`src/rtl/regfile_wb_pkg.sv`:
```
// Shared types and constants for the register-file writeback arbiter.
package regfile_wb_pkg;

  localparam int unsigned ADDR_W = 5;
  localparam int unsigned DATA_W = 32;

  localparam int unsigned REQ_ALU = 0;
  localparam int unsigned REQ_MEM = 1;

  localparam logic [ADDR_W-1:0] REG_ZERO = '0;

  typedef struct packed {
    logic [ADDR_W-1:0] addr;
    logic [DATA_W-1:0] data;
  } wb_req_t;

endpackage

```
`src/rtl/wb_req_fifo.sv`:
```
// Per-requester writeback FIFO; callers gate push with !full_o and pop with !empty_o.
module wb_req_fifo
  import regfile_wb_pkg::*;
#(
  parameter int unsigned DEPTH = 2
) (
  input  logic    clk,
  input  logic    rst_n,
  input  logic    push_i,
  input  logic    pop_i,
  input  wb_req_t din_i,
  output logic    full_o,
  output logic    empty_o,
  output wb_req_t head_o
);

  localparam int unsigned PTR_W = (DEPTH > 1) ? $clog2(DEPTH) : 1;
  localparam int unsigned CNT_W = PTR_W + 1;

  wb_req_t          mem_q [DEPTH];
  logic [PTR_W-1:0] wr_ptr_q;
  logic [PTR_W-1:0] rd_ptr_q;
  logic [CNT_W-1:0] count_q;

  assign full_o  = (count_q == CNT_W'(DEPTH));
  assign empty_o = (count_q == '0);
  assign head_o  = mem_q[rd_ptr_q];

  // Pointers wrap naturally because DEPTH is a power of two.
  always_ff @(posedge clk or negedge rst_n) begin
    if (!rst_n) begin
      wr_ptr_q <= '0;
      rd_ptr_q <= '0;
      count_q  <= '0;
      for (int i = 0; i < int'(DEPTH); i++) mem_q[i] <= '0;
    end else begin
      if (push_i) begin
        mem_q[wr_ptr_q] <= din_i;
        wr_ptr_q        <= wr_ptr_q + PTR_W'(1);
      end
      if (pop_i) rd_ptr_q <= rd_ptr_q + PTR_W'(1);
      case ({push_i, pop_i})
        2'b10:   count_q <= count_q + CNT_W'(1);
        2'b01:   count_q <= count_q - CNT_W'(1);
        default: count_q <= count_q;
      endcase
    end
  end

endmodule

```
`src/rtl/regfile_wb_arbiter.sv`:
```
// Round-robin arbiter sharing the register-file write port between ALU and MEM writeback.
// Optional REGFILE_WB_BYPASS_EN adds combinational forwarding of the registered write to two read ports.
module regfile_wb_arbiter #(
  parameter int unsigned DATA_W     = regfile_wb_pkg::DATA_W,
  parameter int unsigned ADDR_W     = regfile_wb_pkg::ADDR_W,
  parameter int unsigned FIFO_DEPTH = 2
) (
  input  logic              clk,
  input  logic              rst_n,
  input  logic [1:0]        reqValid,
  output logic [1:0]        reqReady,
  input  logic [ADDR_W-1:0] reqAddr0,
  input  logic [DATA_W-1:0] reqData0,
  input  logic [ADDR_W-1:0] reqAddr1,
  input  logic [DATA_W-1:0] reqData1,
  output logic              write,
  output logic [ADDR_W-1:0] writeReg,
  output logic [DATA_W-1:0] writeData,
  output logic [15:0]       commitCount
`ifdef REGFILE_WB_BYPASS_EN
  ,
  input  logic [ADDR_W-1:0] rdAddr1,
  input  logic [ADDR_W-1:0] rdAddr2,
  input  logic [DATA_W-1:0] rfData1,
  input  logic [DATA_W-1:0] rfData2,
  output logic [DATA_W-1:0] fwdData1,
  output logic [DATA_W-1:0] fwdData2
`endif
);

  import regfile_wb_pkg::wb_req_t;
  import regfile_wb_pkg::REQ_ALU;
  import regfile_wb_pkg::REQ_MEM;
  import regfile_wb_pkg::REG_ZERO;

  localparam int unsigned NREQ = 2;

  wb_req_t           req_in   [NREQ];
  wb_req_t           req_head [NREQ];
  logic [NREQ-1:0]   fifo_full;
  logic [NREQ-1:0]   fifo_empty;
  logic [NREQ-1:0]   push;
  logic [NREQ-1:0]   grant;
  wb_req_t           sel_head;
  logic              pop_any;
  logic              write_d;
  logic              last_mem_q;
  logic              last_mem_d;
  logic              write_q;
  logic [ADDR_W-1:0] wr_reg_q;
  logic [DATA_W-1:0] wr_data_q;
  logic [15:0]       commit_cnt_q;

  assign req_in[REQ_ALU] = '{addr: reqAddr0, data: reqData0};
  assign req_in[REQ_MEM] = '{addr: reqAddr1, data: reqData1};

  // Ready depends only on FIFO occupancy, never on this cycle's grant.
  assign reqReady = ~fifo_full;
  assign push     = reqValid & ~fifo_full;

  for (genvar i = 0; i < int'(NREQ); i++) begin : g_fifo
    wb_req_fifo #(
      .DEPTH (FIFO_DEPTH)
    ) u_fifo (
      .clk     (clk),
      .rst_n   (rst_n),
      .push_i  (push[i]),
      .pop_i   (grant[i]),
      .din_i   (req_in[i]),
      .full_o  (fifo_full[i]),
      .empty_o (fifo_empty[i]),
      .head_o  (req_head[i])
    );
  end

  // Round-robin grant: on contention, favour whichever requester was not served last.
  always_comb begin
    grant = '0;
    if (!fifo_empty[REQ_ALU] && (fifo_empty[REQ_MEM] || last_mem_q)) begin
      grant[REQ_ALU] = 1'b1;
    end else if (!fifo_empty[REQ_MEM]) begin
      grant[REQ_MEM] = 1'b1;
    end
    pop_any    = |grant;
    sel_head   = grant[REQ_MEM] ? req_head[REQ_MEM] : req_head[REQ_ALU];
    last_mem_d = pop_any ? grant[REQ_MEM] : last_mem_q;
    write_d    = pop_any && (sel_head.addr != REG_ZERO);
  end

  // Writes to $zero still consume a slot and a round-robin turn, but never assert write.
  always_ff @(posedge clk or negedge rst_n) begin
    if (!rst_n) begin
      last_mem_q   <= 1'b1;
      write_q      <= 1'b0;
      wr_reg_q     <= '0;
      wr_data_q    <= '0;
      commit_cnt_q <= '0;
    end else begin
      last_mem_q <= last_mem_d;
      write_q    <= write_d;
      if (pop_any) begin
        wr_reg_q  <= sel_head.addr;
        wr_data_q <= sel_head.data;
      end
      if (write_d) commit_cnt_q <= commit_cnt_q + 16'(1);
    end
  end

  assign write       = write_q;
  assign writeReg    = wr_reg_q;
  assign writeData   = wr_data_q;
  assign commitCount = commit_cnt_q;

`ifdef REGFILE_WB_BYPASS_EN
  assign fwdData1 = (write_q && (wr_reg_q == rdAddr1) && (rdAddr1 != REG_ZERO)) ? wr_data_q : rfData1;
  assign fwdData2 = (write_q && (wr_reg_q == rdAddr2) && (rdAddr2 != REG_ZERO)) ? wr_data_q : rfData2;
`endif

endmodule

```
`config.mk`:
```
export PLATFORM = sky130hd
export DESIGN_NAME = regfile_wb_arbiter
export DESIGN_NICKNAME = d
export VERILOG_FILES = /design/src/rtl/regfile_wb_pkg.sv /design/src/rtl/wb_req_fifo.sv /design/src/rtl/regfile_wb_arbiter.sv
export SDC_FILE = /design/constraint.sdc
export NUM_CORES = 1
export LEC_CHECK = 0
export ABC_AREA = 1
export CAP_MARGIN = 25
export CORE_MARGIN = 2
export CORE_UTILIZATION = 58
export DETAILED_ROUTE_END_ITERATION = 10
export PLACE_DENSITY = 0.85
export SLEW_MARGIN = 20
export SYNTH_ARGS = -nofsm -noshare
export SYNTH_HDL_FRONTEND = slang
export SYNTH_SLANG_ARGS = --single-unit
```
`constraint.sdc`:
```
create_clock -name clk -period 4.3 [get_ports clk]
set_input_delay 0.43 -clock clk [delete_from_list [all_inputs] [get_ports clk]]
set_output_delay 0.43 -clock clk [all_outputs]
set_load 0.02 [all_outputs]
```
Word level (Yosys, flattened, before mapping)
Index checks and enable logic that the tools add are counted.

storage, ports and cells
  register bits = 211
  bits of input ports = 78
  output and inout port bits = 56
  word-level logic and storage cells = 76

operators by class
  add/sub/neg operators = 9
  magnitude comparators = 6
  eq/ne operators = 6
  mux-type cells = 18
  bitwise operators = 6
  reduce and logical (&&, ||, !) cells = 12

operators with widths
  operator                 count
  $mux W37                 9
  $bwmux W74               2
  $demux W37 S1            2
  $add A16 B1 Y16 const B  1
  $eq A2 B2 Y1 const B     4
  $ge A2 B2 Y1 const B     4
  $not A1 Y2               4
  $pmux W2 S2              2
  $reduce_bool A5 Y1       1
  $add A1 B1 Y1 const B    4
  $add A2 B1 Y2 const B    2
  $eq A2 B1 Y1 const B     2
  $logic_and A1 B1 Y1      4
  $logic_not A2 Y1         2
  $lt A2 B1 Y1 const B     2
  $reduce_bool A2 Y1       2
  $sub A2 B1 Y2 const B    2
  $mux W1                  3
  $and A2 B2 Y2            1
  $not A2 Y2               1
  $reduce_or A2 Y1         1
  $logic_not A1 Y1         1
  $logic_or A1 B1 Y1       1

Depth between registers and ports, before layout
  depth after elaboration = 7
  depth in mapped cells = 12
  mapped depth without buffers = 10

Hierarchy
From an unflattened synthesis, not the netlist that was laid out.

second synthesis, totals
  cell total of the unflattened synthesis = 1196
  area, all modules = 9794.4 um^2

modules (own cells, without submodules)
  module              times used  cells an instance  area an instance (um^2)  sequential area each (um^2)
  wb_req_fifo         2           418                3528.4                   1951.9
  regfile_wb_arbiter  1           360                2737.6                   1377.6

Worst setup path before layout
No wires, ideal clock.

  path kind = reg-to-reg
  start point = reg g_fifo[0].u_fifo.count_q[0]
  end point = reg g_fifo[1].u_fifo.count_q[1]
  library setup time = 131 ps
  arrival = 1753 ps
  data required time = 4169 ps
  path slack = 2416 ps
  cell stages (with the launch flop) = 9
  path buffers = 1
  period minus slack after synthesis = 1884 ps
  cell sequence = dfrtp_1 inv_2 nand2_1 a21oi_2 clkbuf_1 ha_1 a21oi_1 o21ai_0 xor2_1

between the ends
  word-level cells in the longest chain between the ends = 6
  elaborated cells on any way between the ends = 8
  those cells by class = 2 x eq/ne; 2 x mux; 4 x reduce/logical

RTL lines
  element                                                   line                      text
  from (decl)                                               wb_req_fifo.sv:23         logic [CNT_W-1:0] count_q;
  from (signal assigned)                                    wb_req_fifo.sv:43         2'b10: count_q <= count_q + CNT_W'(1);
  from (signal assigned)                                    wb_req_fifo.sv:44         2'b01: count_q <= count_q - CNT_W'(1);
  from (signal assigned)                                    wb_req_fifo.sv:45         default: count_q <= count_q;
  $logic_not A2 Y1 (*)                                      wb_req_fifo.sv:26         assign empty_o = (count_q == '0);
  $logic_not A1 Y1 (*)                                      regfile_wb_arbiter.sv:79  if (!fifo_empty[REQ_ALU] && (fifo_empty[REQ_MEM] || last_mem_q)) begin
  $logic_and A1 B1 Y1 (*)                                   regfile_wb_arbiter.sv:79
  $mux W1 (*)                                               regfile_wb_arbiter.sv:79
  named net g_fifo[1].u_fifo.pop_i                          wb_req_fifo.sv:10         input logic pop_i,
  $eq A2 B1 Y1 / $eq A2 B2 Y1 (equally long branches)       wb_req_fifo.sv:42         case ({push_i, pop_i})
  $pmux W2 S2 / $reduce_bool A2 Y1 (equally long branches)  -
  to (signal assigned)                                      wb_req_fifo.sv:43
  to (signal assigned)                                      wb_req_fifo.sv:44
  to (signal assigned)                                      wb_req_fifo.sv:45
  to (decl)                                                 wb_req_fifo.sv:23

Mark *: on every way through the listed nets, which the timed path passes. The rest lies on a longest branch.
A chain may end at the register's enable or synchronous reset.

Worst setup path after layout
  start point = reg g_fifo[0].u_fifo.rd_ptr_q
  end point = reg commit_cnt_q[10] (netlist: commitCount[10])

between the ends
  word-level cells in the longest chain between the ends = 7

RTL lines
  element                                       line                       text
  from (decl)                                   wb_req_fifo.sv:22          logic [PTR_W-1:0] rd_ptr_q;
  from (signal assigned)                        wb_req_fifo.sv:41          if (pop_i) rd_ptr_q <= rd_ptr_q + PTR_W'(1);
  $not A1 Y2 (implied by the code)              wb_req_fifo.sv:27          assign head_o = mem_q[rd_ptr_q];
  $mux W37 (implied by the code) (3 in series)  wb_req_fifo.sv:27
  $mux W37                                      regfile_wb_arbiter.sv:85   sel_head = grant[REQ_MEM] ? req_head[REQ_MEM] : req_head[REQ_ALU];
  $reduce_bool A5 Y1                            regfile_wb_arbiter.sv:87   write_d = pop_any && (sel_head.addr != REG_ZERO);
  $logic_and A1 B1 Y1                           regfile_wb_arbiter.sv:87
  to (signal assigned)                          regfile_wb_arbiter.sv:105  if (write_d) commit_cnt_q <= commit_cnt_q + 16'(1);
  to (decl)                                     regfile_wb_arbiter.sv:52   logic [15:0] commit_cnt_q;

Every way passes these cells. The select of a mux whose other input is x is not followed.

==> impl_metrics.yaml <==
timing:
  timing.fmax_mhz: 370.5
  setup_viol_count_final: 0
  finalCritPeriodShare_pct: 62.77
  hold_viol: 0
  fin_skew_ns: 0.02135
  rsz0062_at_grt: "false"
  worst_pin_slew_ns: 0.8708
  period_needed_ns: 2.699
  slew-limit-headroom_pct: 41.94
  setup_tns_ns: 0
  slew_violations: 0
die:
  std_cell_rows: 46
  die_y_um: 131.1
  start_util_pct: 59.20
  coreArea_mm2: 0.01583
  fp.dieW_um: 131.1
  pin_count: 134
  dieArea_mm2: 0.01719
flow_run:
  cap_violations: 0
final_layout:
  drive_above_1_share_pct: 12.06
  fillers: 1124
  final_core_util_pct: 73.62
  multi_input_area_mm2: 0.003463
  area.growth.synth_to_final_pct: 24.36
  stdcell_count: 1377
  fin_nets: 1226
  antenna_cells: 0
  final_common_cell: "nand2_1"
  final_cell_mix: "227 x nand2_1, 209 x dfrtp_1, 163 x o21ai_0"
  regArea_mm2: 0.005283
synthesis:
  netlist_area_mm2: 0.009370
  yosys-top-cells-area: "dfrtp_1 56%, nand2_1 9.1%, o21ai_0 8.7%"
  synthCells: 1039
  yosysSeqAreaShare_pct: 56.36
  synth_edf_count: 0
  mappedNetlistNets: 1120
  synth-seq-cells: 211
  yosys.area.top_type: "dfrtp_1"
  ys_warn_count: 0
  syn_avg_cell_area_um2: 9.019
  synth-async-reset-ratio_pct: 100.0
  synth_top_area_share_pct: 56.08
  synth_cell_types: 32
  dominantRegCellSynth: "dfrtp_1"
clocking:
  h-tree-depth: 1
  max-clock-path-buffers: 3
  clk_pin_slew_ns: 0.06
  clock_tree.root_cell: "clkbuf_16"
  cts_hold_repair.buffers: 0
  insertion_delay_ns: 0.52
  cts_buffers: 23
  cts_tree: "built"
  post_cts_buffers: 0
  cts_resized: 0
  cts_sinks: 211
worst_setup_path:
  r2r_end: "commitCount[10]"
  critPathMaxStageDelay_ns: 0.90
  crit_slowest_cell: "dfrtp_2"
  worst-r2r-setup-slack_ns: 1.60
  path_cells: "inv_2, o21ai_0, nand2_1, o21ai_1, nand2_1, o21bai_4, nand2_1, nand2_1"
  path_common_cell: "nand2_1"
  reg2regPathDepth: 8
  crit_arrival_ns: 3.14
  critPathKind: "flop to flop"
  cp_max_fo: 39
  startpoint_type: "flop"
  cp-end-kind: "flop"
  r2r_start: "g_fifo[0].u_fifo.rd_ptr_q"
  worstPathRequired_ns: 4.74
min_path:
  hold_class: "input port to asynchronous set/reset pin"
power_and_ir_drop:
  leakage_nw: 5.447
  vdd_drop_max_mv: 0.4758
  p_per_area_mw_per_mm2: 812.0
  power_mw: 9.462
grt:
  antenna_found_initial: 0
  grt_max_degree: 113
  grt_pass1_vias: 7489
  grt_first_pass_wirelength_um: 37310
  grt-ovfl-total: 0
  grt_usage_pct: 26.21
placement:
  dp_hpwl_um: 14180
  place_inst: 1335
  portBuffers: 133
  gp_congestion: 0.8430
routing:
  drc_errors: 0
  viasPerCell: 5.561
  wl_um: 22380
  ant_nets: 0
  drt_iter0_drc: 651
  wl_per_cell_um: 16.25
  drt_first_pass_iters: 5
  vias: 7657
outcome:
  status: "finished, final reports clean"
-- state kept, by name (all words and copies together), names as in the netlist --
register	flops
commitCount	16
g_fifo.u_fifo.mem_q	148
writeReg	5
g_fifo.u_fifo.count_q	4
writeData	32
last_mem_q	1
write	1
g_fifo.u_fifo.wr_ptr_q	2
g_fifo.u_fifo.rd_ptr_q	2
-- where the power goes --
| part | internal, mW | total (mW) | switching [mW] |
|---|---|---|---|
| clock | 1.29 | 2.07 | 0.785 |
| combinational | 1.62 | 3.80 | 2.18 |
| sequential | 2.94 | 3.59 | 0.645 |
| total | 5.85 | 9.46 | 3.61 |
-- stage by stage --
step	setup WS [ns]	area, µm²	hold slack [ns]
5_1_grt	1.379	11650	0.09883
2_1_floorplan	2.416	9370	0.1344
3_3_place_gp	1.668	10790	0.4584
6_report	1.601	11650	0.03373
4_1_cts	1.633	11630	0.06021
3_5_place_dp	1.713	10820	0.4650
-- worst max-delay path by stage --
stage	end	depth (start not counted)	from
floorplan	g_fifo[1].u_fifo.count_q[1]	8	g_fifo[0].u_fifo.count_q[0]
global placement	commitCount[0]	8	g_fifo[0].u_fifo.rd_ptr_q
detailed placement	commitCount[11]	8	g_fifo[0].u_fifo.rd_ptr_q
CTS	commitCount[10]	8	g_fifo[0].u_fifo.rd_ptr_q
global route	commitCount[10]	8	g_fifo[0].u_fifo.rd_ptr_q
finish	commitCount[10]	8	g_fifo[0].u_fifo.rd_ptr_q
-- critical path: cells and delay by family, from the launching register on --
kind / cells / cell delay [ns]
and+or+nand+nor: 4 / 0.44
DFF: 1 / 0.90
buffers and inverters: 1 / 0.48
AOI/OAI and AO/OA: 3 / 0.77
-- cell usage after synthesis, types with 2 or more instances --
cell,number
a21oi_1,3
a31oi_1,32
buf_1,7
buf_2,10
buf_6,4
clkbuf_1,44
dfrtp_1,210
ha_1,3
inv_1,88
inv_2,5
nand2_1,227
nand2_2,3
nand3_1,22
nand4_1,4
nor2_1,44
nor3_1,3
o211ai_1,64
o21ai_0,163
o21ai_1,2
or2_2,71
xnor2_1,11
xor2_1,9
-- kinds of logic (layout without fill, tap and decap cells) --
logic type               count (synthesis)  in the layout  share of synthesized area, %
AO/OA/AOI/OAI                          268            268                         16.78
flip-flops                             211            211                         56.36
XOR/XNOR                                20             20                         1.869
buffers and inverters                  159            281                         6.864
adder cells (fa/ha/maj)                  3              3                        0.4006
AND/OR/NAND/NOR                        378            378                         17.72
-- final cells by class --
type | instances | area share (%)
Multi-Input combinational cell | 669 | 29.72
Clock buffer | 34 | 5.895
Tap cell | 216 | 2.319
Inverter | 93 | 2.996
Sequential cell | 211 | 45.33
Timing Repair Buffer | 147 | 12.64
Clock inverter | 7 | 1.095
-- metal layers --
metal  GRT usage (%)  part of all wire [%]  wire [µm]
met5               0                     0          0
met4           7.911                   2.5        556
met3           3.434                   5.9       1312
met2           44.71                    50      11260
met1           35.40                    41       9245
Power figures use the tool's default switching activity.
